--- src/rtl/alu_share_arbiter.sv ---
// Round-robin front end that shares one registered ALU between NUM_REQ clients.
// Exactly one operation is outstanding at a time, so responses come back in grant order.
module alu_share_arbiter #(
   parameter int NUM_REQ = 4,
   parameter int DATA_W  = 8,
   parameter int ID_W    = 2
) (
   input  logic                      iCLK,
   input  logic                      iRST,
   input  logic [NUM_REQ-1:0]        iREQ_VALID,
   output logic [NUM_REQ-1:0]        oREQ_READY,
   input  logic [2*NUM_REQ-1:0]      iREQ_OPCODE,
   input  logic [DATA_W*NUM_REQ-1:0] iREQ_DATA1,
   input  logic [DATA_W*NUM_REQ-1:0] iREQ_DATA2,
   output logic [1:0]                oALU_OPCODE,
   output logic [DATA_W-1:0]         oALU_DATAIN1,
   output logic [DATA_W-1:0]         oALU_DATAIN2,
   input  logic [DATA_W-1:0]         iALU_DATAOUT,
   output logic                      oRSP_VALID,
   output logic [ID_W-1:0]           oRSP_ID,
   output logic [DATA_W-1:0]         oRSP_DATA,
   input  logic                      iRSP_READY,
   output logic                      oBUSY
);

   typedef enum logic [1:0] {
      S_IDLE,
      S_ISSUE,
      S_WAIT,
      S_RESP
   } state_t;

   state_t            state;
   logic [ID_W-1:0]   rr_ptr;
   logic [ID_W-1:0]   owner_id;
   logic [ID_W-1:0]   grant_idx;
   logic [ID_W-1:0]   cand_idx;
   logic [ID_W-1:0]   next_ptr;
   logic              grant_found;
   int                cand;
   logic [1:0]        grant_op;
   logic [DATA_W-1:0] grant_data1;
   logic [DATA_W-1:0] grant_data2;

   // Search upward from the pointer with wrap; the first valid requester wins.
   always_comb begin
      grant_found = 1'b0;
      grant_idx   = '0;
      cand        = 0;
      cand_idx    = '0;
      for (int i = 0; i < NUM_REQ; i++) begin
         cand = int'(rr_ptr) + i;
         if (cand >= NUM_REQ) begin
            cand = cand - NUM_REQ;
         end
         cand_idx = cand[ID_W-1:0];
         if (!grant_found && iREQ_VALID[cand_idx]) begin
            grant_found = 1'b1;
            grant_idx   = cand_idx;
         end
      end
   end

   always_comb begin
      grant_op    = iREQ_OPCODE[2*grant_idx +: 2];
      grant_data1 = iREQ_DATA1[DATA_W*grant_idx +: DATA_W];
      grant_data2 = iREQ_DATA2[DATA_W*grant_idx +: DATA_W];
      next_ptr    = (int'(grant_idx) == NUM_REQ-1) ? '0 : grant_idx + 1'b1;
   end

   // Ready is only offered from IDLE and never while reset is asserted.
   always_comb begin
      oREQ_READY = '0;
      if (state == S_IDLE && !iRST && grant_found) begin
         for (int k = 0; k < NUM_REQ; k++) begin
            oREQ_READY[k] = (grant_idx == ID_W'(k));
         end
      end
   end

   assign oBUSY = (state != S_IDLE);

   always_ff @(posedge iCLK or posedge iRST) begin
      if (iRST) begin
         state        <= S_IDLE;
         rr_ptr       <= '0;
         owner_id     <= '0;
         oALU_OPCODE  <= '0;
         oALU_DATAIN1 <= '0;
         oALU_DATAIN2 <= '0;
         oRSP_VALID   <= 1'b0;
         oRSP_ID      <= '0;
         oRSP_DATA    <= '0;
      end else begin
         case (state)
            S_IDLE: begin
               if (grant_found) begin
                  oALU_OPCODE  <= grant_op;
                  oALU_DATAIN1 <= grant_data1;
                  oALU_DATAIN2 <= grant_data2;
                  owner_id     <= grant_idx;
                  rr_ptr       <= next_ptr;
                  state        <= S_ISSUE;
               end
            end
            S_ISSUE: begin
               state <= S_WAIT;
            end
            // The ALU registered its result at the end of ISSUE, so it is ready here.
            S_WAIT: begin
               oRSP_DATA  <= iALU_DATAOUT;
               oRSP_ID    <= owner_id;
               oRSP_VALID <= 1'b1;
               state      <= S_RESP;
            end
            S_RESP: begin
               if (iRSP_READY) begin
                  oRSP_VALID <= 1'b0;
                  state      <= S_IDLE;
               end
            end
            default: begin
               state <= S_IDLE;
            end
         endcase
      end
   end

endmodule

--- config.mk ---
export PLATFORM = sky130hd
export DESIGN_NAME = alu_share_arbiter
export DESIGN_NICKNAME = d
export VERILOG_FILES = /design/src/rtl/alu_share_arbiter.sv
export SDC_FILE = /design/constraint.sdc
export NUM_CORES = 1
export LEC_CHECK = 0
export ABC_AREA = 1
export BUFFER_PORTS_ARGS = -buffer_cell sky130_fd_sc_hd__buf_2
export CORE_MARGIN = 3
export CORE_UTILIZATION = 30
export DETAILED_ROUTE_END_ITERATION = 10
export PLACE_DENSITY_LB_ADDON = 0.3
export SYNTH_ARGS = -nofsm -noshare
export SYNTH_HDL_FRONTEND = slang
export SYNTH_SLANG_ARGS = --single-unit
--- constraint.sdc ---
create_clock -name iCLK -period 2.15 [get_ports iCLK]
set_input_delay 0.43 -clock iCLK [delete_from_list [all_inputs] [get_ports iCLK]]
set_output_delay 0.43 -clock iCLK [all_outputs]
set_load 0.02 [all_outputs]
==> summary.md, run 1 <==
| Metric | Value |
|---|---|
| Outcome | finished with violations |
| Failing checks | setup timing |
| Setup violators final | 4 |
| Initial core utilization | 0.313 |
| Die Y | 96.5 µm |
| Number of global-route vias before repair | 2643 |
| Worst r2r src | rr_ptr[0] |
| Ys Warns | 0 |
| Worst-case reg-to-reg path depth | 13 |
| Post-synthesis adder-cell area fraction | 0.0305 |
| Final WL | 7870 µm |
| Vias per std cell | 4.85 |
| Fin cells | 579 |
| Fmax | 0.403 GHz |
| Worst path slowest cell | dfrtp_2 |
| Most frequent cells in the layout | nand2_1, buf_2, nand3_1 |
| Count of final hold-check violations | 0 |
| # IOs | 121 |
| Setup ws final | -0.333 ns |
| Core Region | 0.00785 mm² |
| Antenna diode count | 0 |
| Via Count | 2808 |
| Gr ovfl total | 0 |
| R2R Path End | oALU_DATAIN1[4] |
| Req. time, crit path | 1.72 ns |
| Cell area after synthesis | 0.00246 mm² |
| P_sw | 3.50 mW |
| CTS tree | done |
| Syn_nets | 438 |
| Main combinational cell family by area after synthesis | simple AND/OR/NAND/NOR gates |
| CTS Sinks | 35 |
| CP Class | reg2out |
| Die ar. | 0.00932 mm² |
| Hold_ws | 0.294 ns |
| Clock Latency Late Sink | 0.28 ns |
| Max Cap Viol | 0 |
| CP max FO | 6 |
| Share of cells above drive strength 1 | 0.434 |
| Max clock buf depth | 2 |
| Root Driver | clkbuf_8 |
| Worst path max stage delay | 0.46 ns |
| Final #Nets | 569 |
| Crit path max-delay family | simple AND/OR/NAND/NOR gates |
| R2R Setup Slk | 0.11 ns |
| CP endpoint | oREQ_READY[2] |
| Routability cong. | 0.827 |
| Endpoint class of the critical path | output pin |
| Starting DRT DRC Count | 130 |
| Final Cycle Share | 1.15 |
| CTS buffer count | 5 |
| # hold bufs at CTS | 0 |
| Syn Inst Count | 345 |
| CTS clock-pin slew for the worst setup and hold paths | 0.07 ns |
| Final Util | 0.446 |
| Die X-Extent | 96.5 µm |
| CP Depth | 12 |
| Largest net degree at the start of global routing | 37 |
| Post-route DRC | 0 |
| Post-Synth XOR/XNOR Area | 0 |
| Post-synthesis sequential element count | 35 |
| First-pass GRT wire length | 12200 µm |
| P_int | 3.22 mW |
| Sw frac | 0.521 |
| Initial antenna violation count | 0 |
| Register area | 877 µm² |
| Critical Path Start Type | flop |
| Crit path launch | rr_ptr[0] |
| Unrepaired setup endpoints after global routing | true |
| Port buffer count | 120 |
| First-pass iteration count of the detailed router | 4 |
| Area grow syn2layout | 42.3% |
| Post-synthesis mux area share | 0.0458 |
| Critical Path AT | 2.05 ns |
| Worst Tran Pin Value | 0.513 ns |
| Area occupied by multi-input gates | 0.00145 mm² |
| Pins over their slew limit | 0 |
| FILL cells | 838 |
| Fin Clk Skew | 0.00181 ns |
| Hold Crit Class | in2async |
| Yosys cell types | 22 |
| Combinational share of power | 0.732 |
| Clk pwr share | 0.092 |
| Seq/Total Area, Yosys | 0.356 |
| Register share of total power | 0.176 |
| Relative slew margins | 0.658 |
| Worst path cell trace | buf_6 > nand2_1 > nand3_2 > nand2_4 > nor2_4 > nand3_4 > nand2_1 > inv_2 > nand2_2 > buf_4 > nor2_2 > buf_4 |
| Final min period | 2.48 ns |
| WL/cell | 13.6 µm |
| WP buf/inv | 4 |
| Post-synthesis compound-gate area fraction | 0.0224 |
| Dpl hpwl | 5690 µm |
| H-tree levels | 2 |
| Cell Pwr Density | 1920 mW/mm² |
| Total GRT Usage | 0.167 |
| Worst vdd ir | 910 µV |
| Syn avg cell area | 7.13 µm² |
| Leak | 1.94 nW |
| Cells after DPL | 563 |
| Commonest non-fill, non-tap cell in the layout | nand2_1 |
| # rows | 32 |
| Simple-Gate Fraction of Synth Area | 0.442 |
| Post-DRT Antenna Nets | 0 |
| Setup TNS | -1.24 ns |
-- flip-flops by register name (all words and copies together) (netlist names) --
signal / flops
oALU_OPCODE: 2
state: 2
oALU_DATAIN1: 8
owner_id: 2
oRSP_VALID: 1
rr_ptr: 2
oRSP_DATA: 8
oALU_DATAIN2: 8
oRSP_ID: 2
-- metal layers --
layer	wire [µm]	global-route usage	share of wire	vias up
li1	-	-	-	1406
met4	123	0.0467	0.016	0
met1	3250	0.200	0.41	1283
met3	572	0.0473	0.073	14
met2	3920	0.291	0.50	105
met5	0	0	0	-
-- tightest hold or removal path: stages --
cell and delay [ns]:
buf_2 0.11, clkinvlp_4 0.07, buf_4 0.41
-- area by class of cell --
type | instances | area share
multi-input combinational | 265 | 0.413
inverter | 23 | 0.0279
clock inverter | 2 | 0.0100
timing repair buffer | 146 | 0.238
clock buffer | 6 | 0.0236
sequential | 35 | 0.251
tap | 102 | 0.0365
-- metrics by stage --
stage | area, µm² | setup WS, ns | power (mW)
6_report | 3500 | -0.333 | 6.71
5_1_grt | 3500 | -0.466 | 7.40
4_1_cts | 3440 | -0.292 | 6.58
3_5_place_dp | 3180 | -0.111 | 5.57
3_3_place_gp | 3180 | -0.0484 | 5.51
2_1_floorplan | 2480 | -0.118 | 4.51
-- what timing repair did --
| item | CTS | global route |
|---|---|---|
| pin swaps | 8 | 3 |
| resized for setup | 27 | 18 |
| buffers inserted | 7 | 1 |
| setup endpoints to repair | 4 | 23 |
-- cell usage after synthesis (all sizes together) --
cell type,n,area (µm²)
nand4,36,225
ha,6,75.1
o21ai,7,35.0
nand3,46,250
dfrtp,35,876
o22ai,1,6.26
o21a,1,7.51
inv,23,91.3
nand2,150,576
nor2,5,26.3
buf,22,161
nor3,2,10.0
mux2,10,113
a31oi,1,6.26
-- how the worst min path moves through the flow --
stage                          startpoint               to
after floorplan                      iRST  oALU_DATAIN1[0]
after global placement        owner_id[1]      owner_id[1]
final                                iRST      owner_id[0]
after global routing                 iRST         state[1]
after CTS                            iRST         state[1]
after detailed placement  oALU_DATAIN2[4]  oALU_DATAIN2[4]
-- logic make-up (layout without fill, tap and decap cells) --
group                    Yosys count  after routing
AND/OR/NAND/NOR                  239            239
flip-flops                        35             35
AO/OA/AOI/OAI                     10             10
multiplexers                      10             10
buffers and inverters             45            177
adder cells (fa/ha/maj)            6              6
-- power groups by stage --
stage | Sequential [mW] | Clock (mW) | Combinational (mW)
floorplan | 1.48 | 0 | 3.02
global route | 1.23 | 0.667 | 5.50
global placement | 1.18 | 0 | 4.32
CTS | 1.18 | 0.641 | 4.75
detailed placement | 1.19 | 0 | 4.38
finish | 1.18 | 0.619 | 4.92
No activity file was read; power rests on OpenSTA's default activity.
==> run 2, diff against run 1 <==
--- a/config.mk
+++ b/config.mk
@@ -11,6 +11,7 @@
 export CORE_UTILIZATION = 30
 export DETAILED_ROUTE_END_ITERATION = 10
 export PLACE_DENSITY_LB_ADDON = 0.3
+export SLEW_MARGIN = 5
 export SYNTH_ARGS = -nofsm -noshare
 export SYNTH_HDL_FRONTEND = slang
 export SYNTH_SLANG_ARGS = --single-unit
==> constraint.sdc (replaced) <==
create_clock -name iCLK -period 3.2 [get_ports iCLK]
set_input_delay 0.64 -clock iCLK [delete_from_list [all_inputs] [get_ports iCLK]]
set_output_delay 0.64 -clock iCLK [all_outputs]
set_load 0.02 [all_outputs]
==> run 2 against run 1 <==
The run now ends clean. Worst setup slack better by 0.75 ns. Highest routed layer unchanged. Combinational power is 43% lower. Die area stayed put. Power down 41%. Worst hold slack improved by 0.20 ns. Sequential power shrank 32%. Critical path depth down 1.
==> summary.md, run 2 (same netlist as run 1, synthesis figures left out) <==
| Metric | Value |
|---|---|
| Initial antenna violation count | 0 |
| Via Count | 2670 |
| Gr ovfl total | 0 |
| Worst path slowest cell | dfrtp_1 |
| R2R Path End | oALU_DATAIN1[2] |
| Vias per std cell | 4.77 |
| Port buffer count | 120 |
| Cell Pwr Density | 1250 mW/mm² |
| Clock Latency Late Sink | 0.28 ns |
| Count of final hold-check violations | 0 |
| Commonest non-fill, non-tap cell in the layout | nand2_1 |
| Post-CTS sizing | 0 |
| Sw frac | 0.547 |
| # rows | 32 |
| Worst-case reg-to-reg path depth | 13 |
| Fmax | 0.359 GHz |
| CTS buffer count | 5 |
| Setup violators final | 0 |
| CTS Sinks | 35 |
| Routability cong. | 0.795 |
| Max Cap Viol | 0 |
| Req. time, crit path | 2.56 ns |
| CP Class | reg2out |
| Worst r2r src | rr_ptr[0] |
| R2R Setup Slk | 1.01 ns |
| Post-DP Area | 0.00308 mm² |
| CTS clock-pin slew for the worst setup and hold paths | 0.07 ns |
| Critical Path AT | 2.15 ns |
| Final WL | 7470 µm |
| WP buf/inv | 3 |
| Crit path max-delay family | flip-flops |
| Post-DRT Antenna Nets | 0 |
| Dpl hpwl | 5430 µm |
| CP max FO | 10 |
| Setup TNS | 0 ns |
| Fin Clk Skew | 0.00497 ns |
| Finished Cell Area | 0.00319 mm² |
| P_sw | 2.18 mW |
| Postcts setup bufs | 0 |
| Final #Nets | 550 |
| Pins over their slew limit | 0 |
| Cells after DPL | 552 |
| Outcome | complete, no violations |
| Worst path cell trace | inv_4 > nand2_1 > nand2_1 > nand2_1 > nand2_2 > a31oi_1 > nand3_2 > ha_1 > inv_1 > nor2_1 > buf_2 |
| Clk pwr share | 0.099 |
| Endpoint class of the critical path | output pin |
| WL/cell | 13.3 µm |
| Max clock buf depth | 2 |
| Number of global-route vias before repair | 2435 |
| Initial core utilization | 0.313 |
| Total GRT Usage | 0.158 |
| Critical Path Start Type | flop |
| Worst vdd ir | 588 µV |
| # hold bufs at CTS | 0 |
| Min-Delay Path Depth | 2 |
| Starting DRT DRC Count | 86 |
| Tot Pwr | 3.98 mW |
| # IOs | 121 |
| Antenna diode count | 0 |
| Relative slew margins | 0.634 |
| CTS tree | done |
| Most frequent cells in the layout | nand2_1, buf_2, nand3_1 |
| Hold Startpoint | owner_id[1] |
| Root Driver | clkbuf_8 |
| Regs by FF count | oALU_DATAIN1 (8), oALU_DATAIN2 (8), oRSP_DATA (8) |
| Worst Hold Endpoint | owner_id[1] |
| Die Y | 96.5 µm |
| Register share of total power | 0.201 |
| Share of cells above drive strength 1 | 0.352 |
| Leak | 1.82 nW |
| Worst path max stage delay | 0.59 ns |
| Unrepaired setup endpoints after global routing | false |
| Hold Crit Class | reg2reg |
| First-pass iteration count of the detailed router | 5 |
| Most frequent cell on the critical path | nand2_1 |
| Post-route DRC | 0 |
| H-tree levels | 2 |
| Die X-Extent | 96.5 µm |
| Fin cells | 560 |
| Final Cycle Share | 0.871 |
| Largest net degree at the start of global routing | 38 |
| Core Region | 0.00785 mm² |
| Area grow syn2layout | 29.8% |
| Worst Tran Pin Value | 0.549 ns |
| P_int | 1.80 mW |
| Combinational share of power | 0.700 |
| First-pass GRT wire length | 11500 µm |
| FILL cells | 856 |
| Final min period | 2.79 ns |
| Die ar. | 0.00932 mm² |
run 2: area by class of cell:
cell class | instances | area [µm²] | area share
multi-input cells | 265 | 1330 | 0.417
well taps | 102 | 128 | 0.0400
clock buffers | 5 | 68.8 | 0.0216
inverters | 23 | 91.3 | 0.0286
clock inverters | 3 | 43.8 | 0.0137
repair buffers | 127 | 653 | 0.205
flip-flops and latches | 35 | 876 | 0.275
run 2: how the worst max path moves through the flow:
stage	start	end	slack (ns)	cells after the start
6_report	rr_ptr[0]	oREQ_READY[2]	0.41	11
3_5_place_dp	iREQ_VALID[3]	oREQ_READY[2]	0.62	12
2_1_floorplan	iRST	oREQ_READY[0]	0.44	3
5_1_grt	rr_ptr[0]	oREQ_READY[3]	0.20	13
3_3_place_gp	iREQ_VALID[3]	oREQ_READY[2]	0.65	12
4_1_cts	rr_ptr[0]	oREQ_READY[2]	0.42	11
run 2: power by group through the flow:
stage | sequential (mW) | combinational [mW] | clock, mW
after floorplan | 0.997 | 2.01 | 0
after global placement | 0.801 | 2.76 | 0
after detailed placement | 0.809 | 2.81 | 0
after CTS | 0.801 | 2.82 | 0.410
after global routing | 0.829 | 3.14 | 0.427
final | 0.800 | 2.79 | 0.393
run 2: worst register-to-register path: stages (launching register included):
cell,delay (ns)
dfrtp_1,0.59
inv_4,0.12
nand2_1,0.08
nand2_1,0.09
nand2_1,0.09
nand2_2,0.08
nor2_4,0.10
nand3_2,0.11
nand3_2,0.13
buf_4,0.37
nand2_1,0.10
nand2_1,0.12
nand2_1,0.07
nand3_1,0.08
run 2: through the flow:
step / util / worst slack [ns] / hold slack, ns
after global placement: 0.392 / 0.652 / 0.466
after global routing: 0.407 / 0.202 / 0.518
after floorplan: - / 0.439 / 0.444
after detailed placement: 0.392 / 0.615 / 0.468
after CTS: 0.407 / 0.416 / 0.489
final: 0.407 / 0.413 / 0.490
run 2: metal layers:
layer | up-vias | global-route usage | routed length, µm
li1 | 1364 | - | -
met1 | 1209 | 0.203 | 3380
met2 | 93 | 0.266 | 3450
met3 | 4 | 0.0403 | 606
met4 | 0 | 0.0327 | 36
met5 | - | 0 | 0
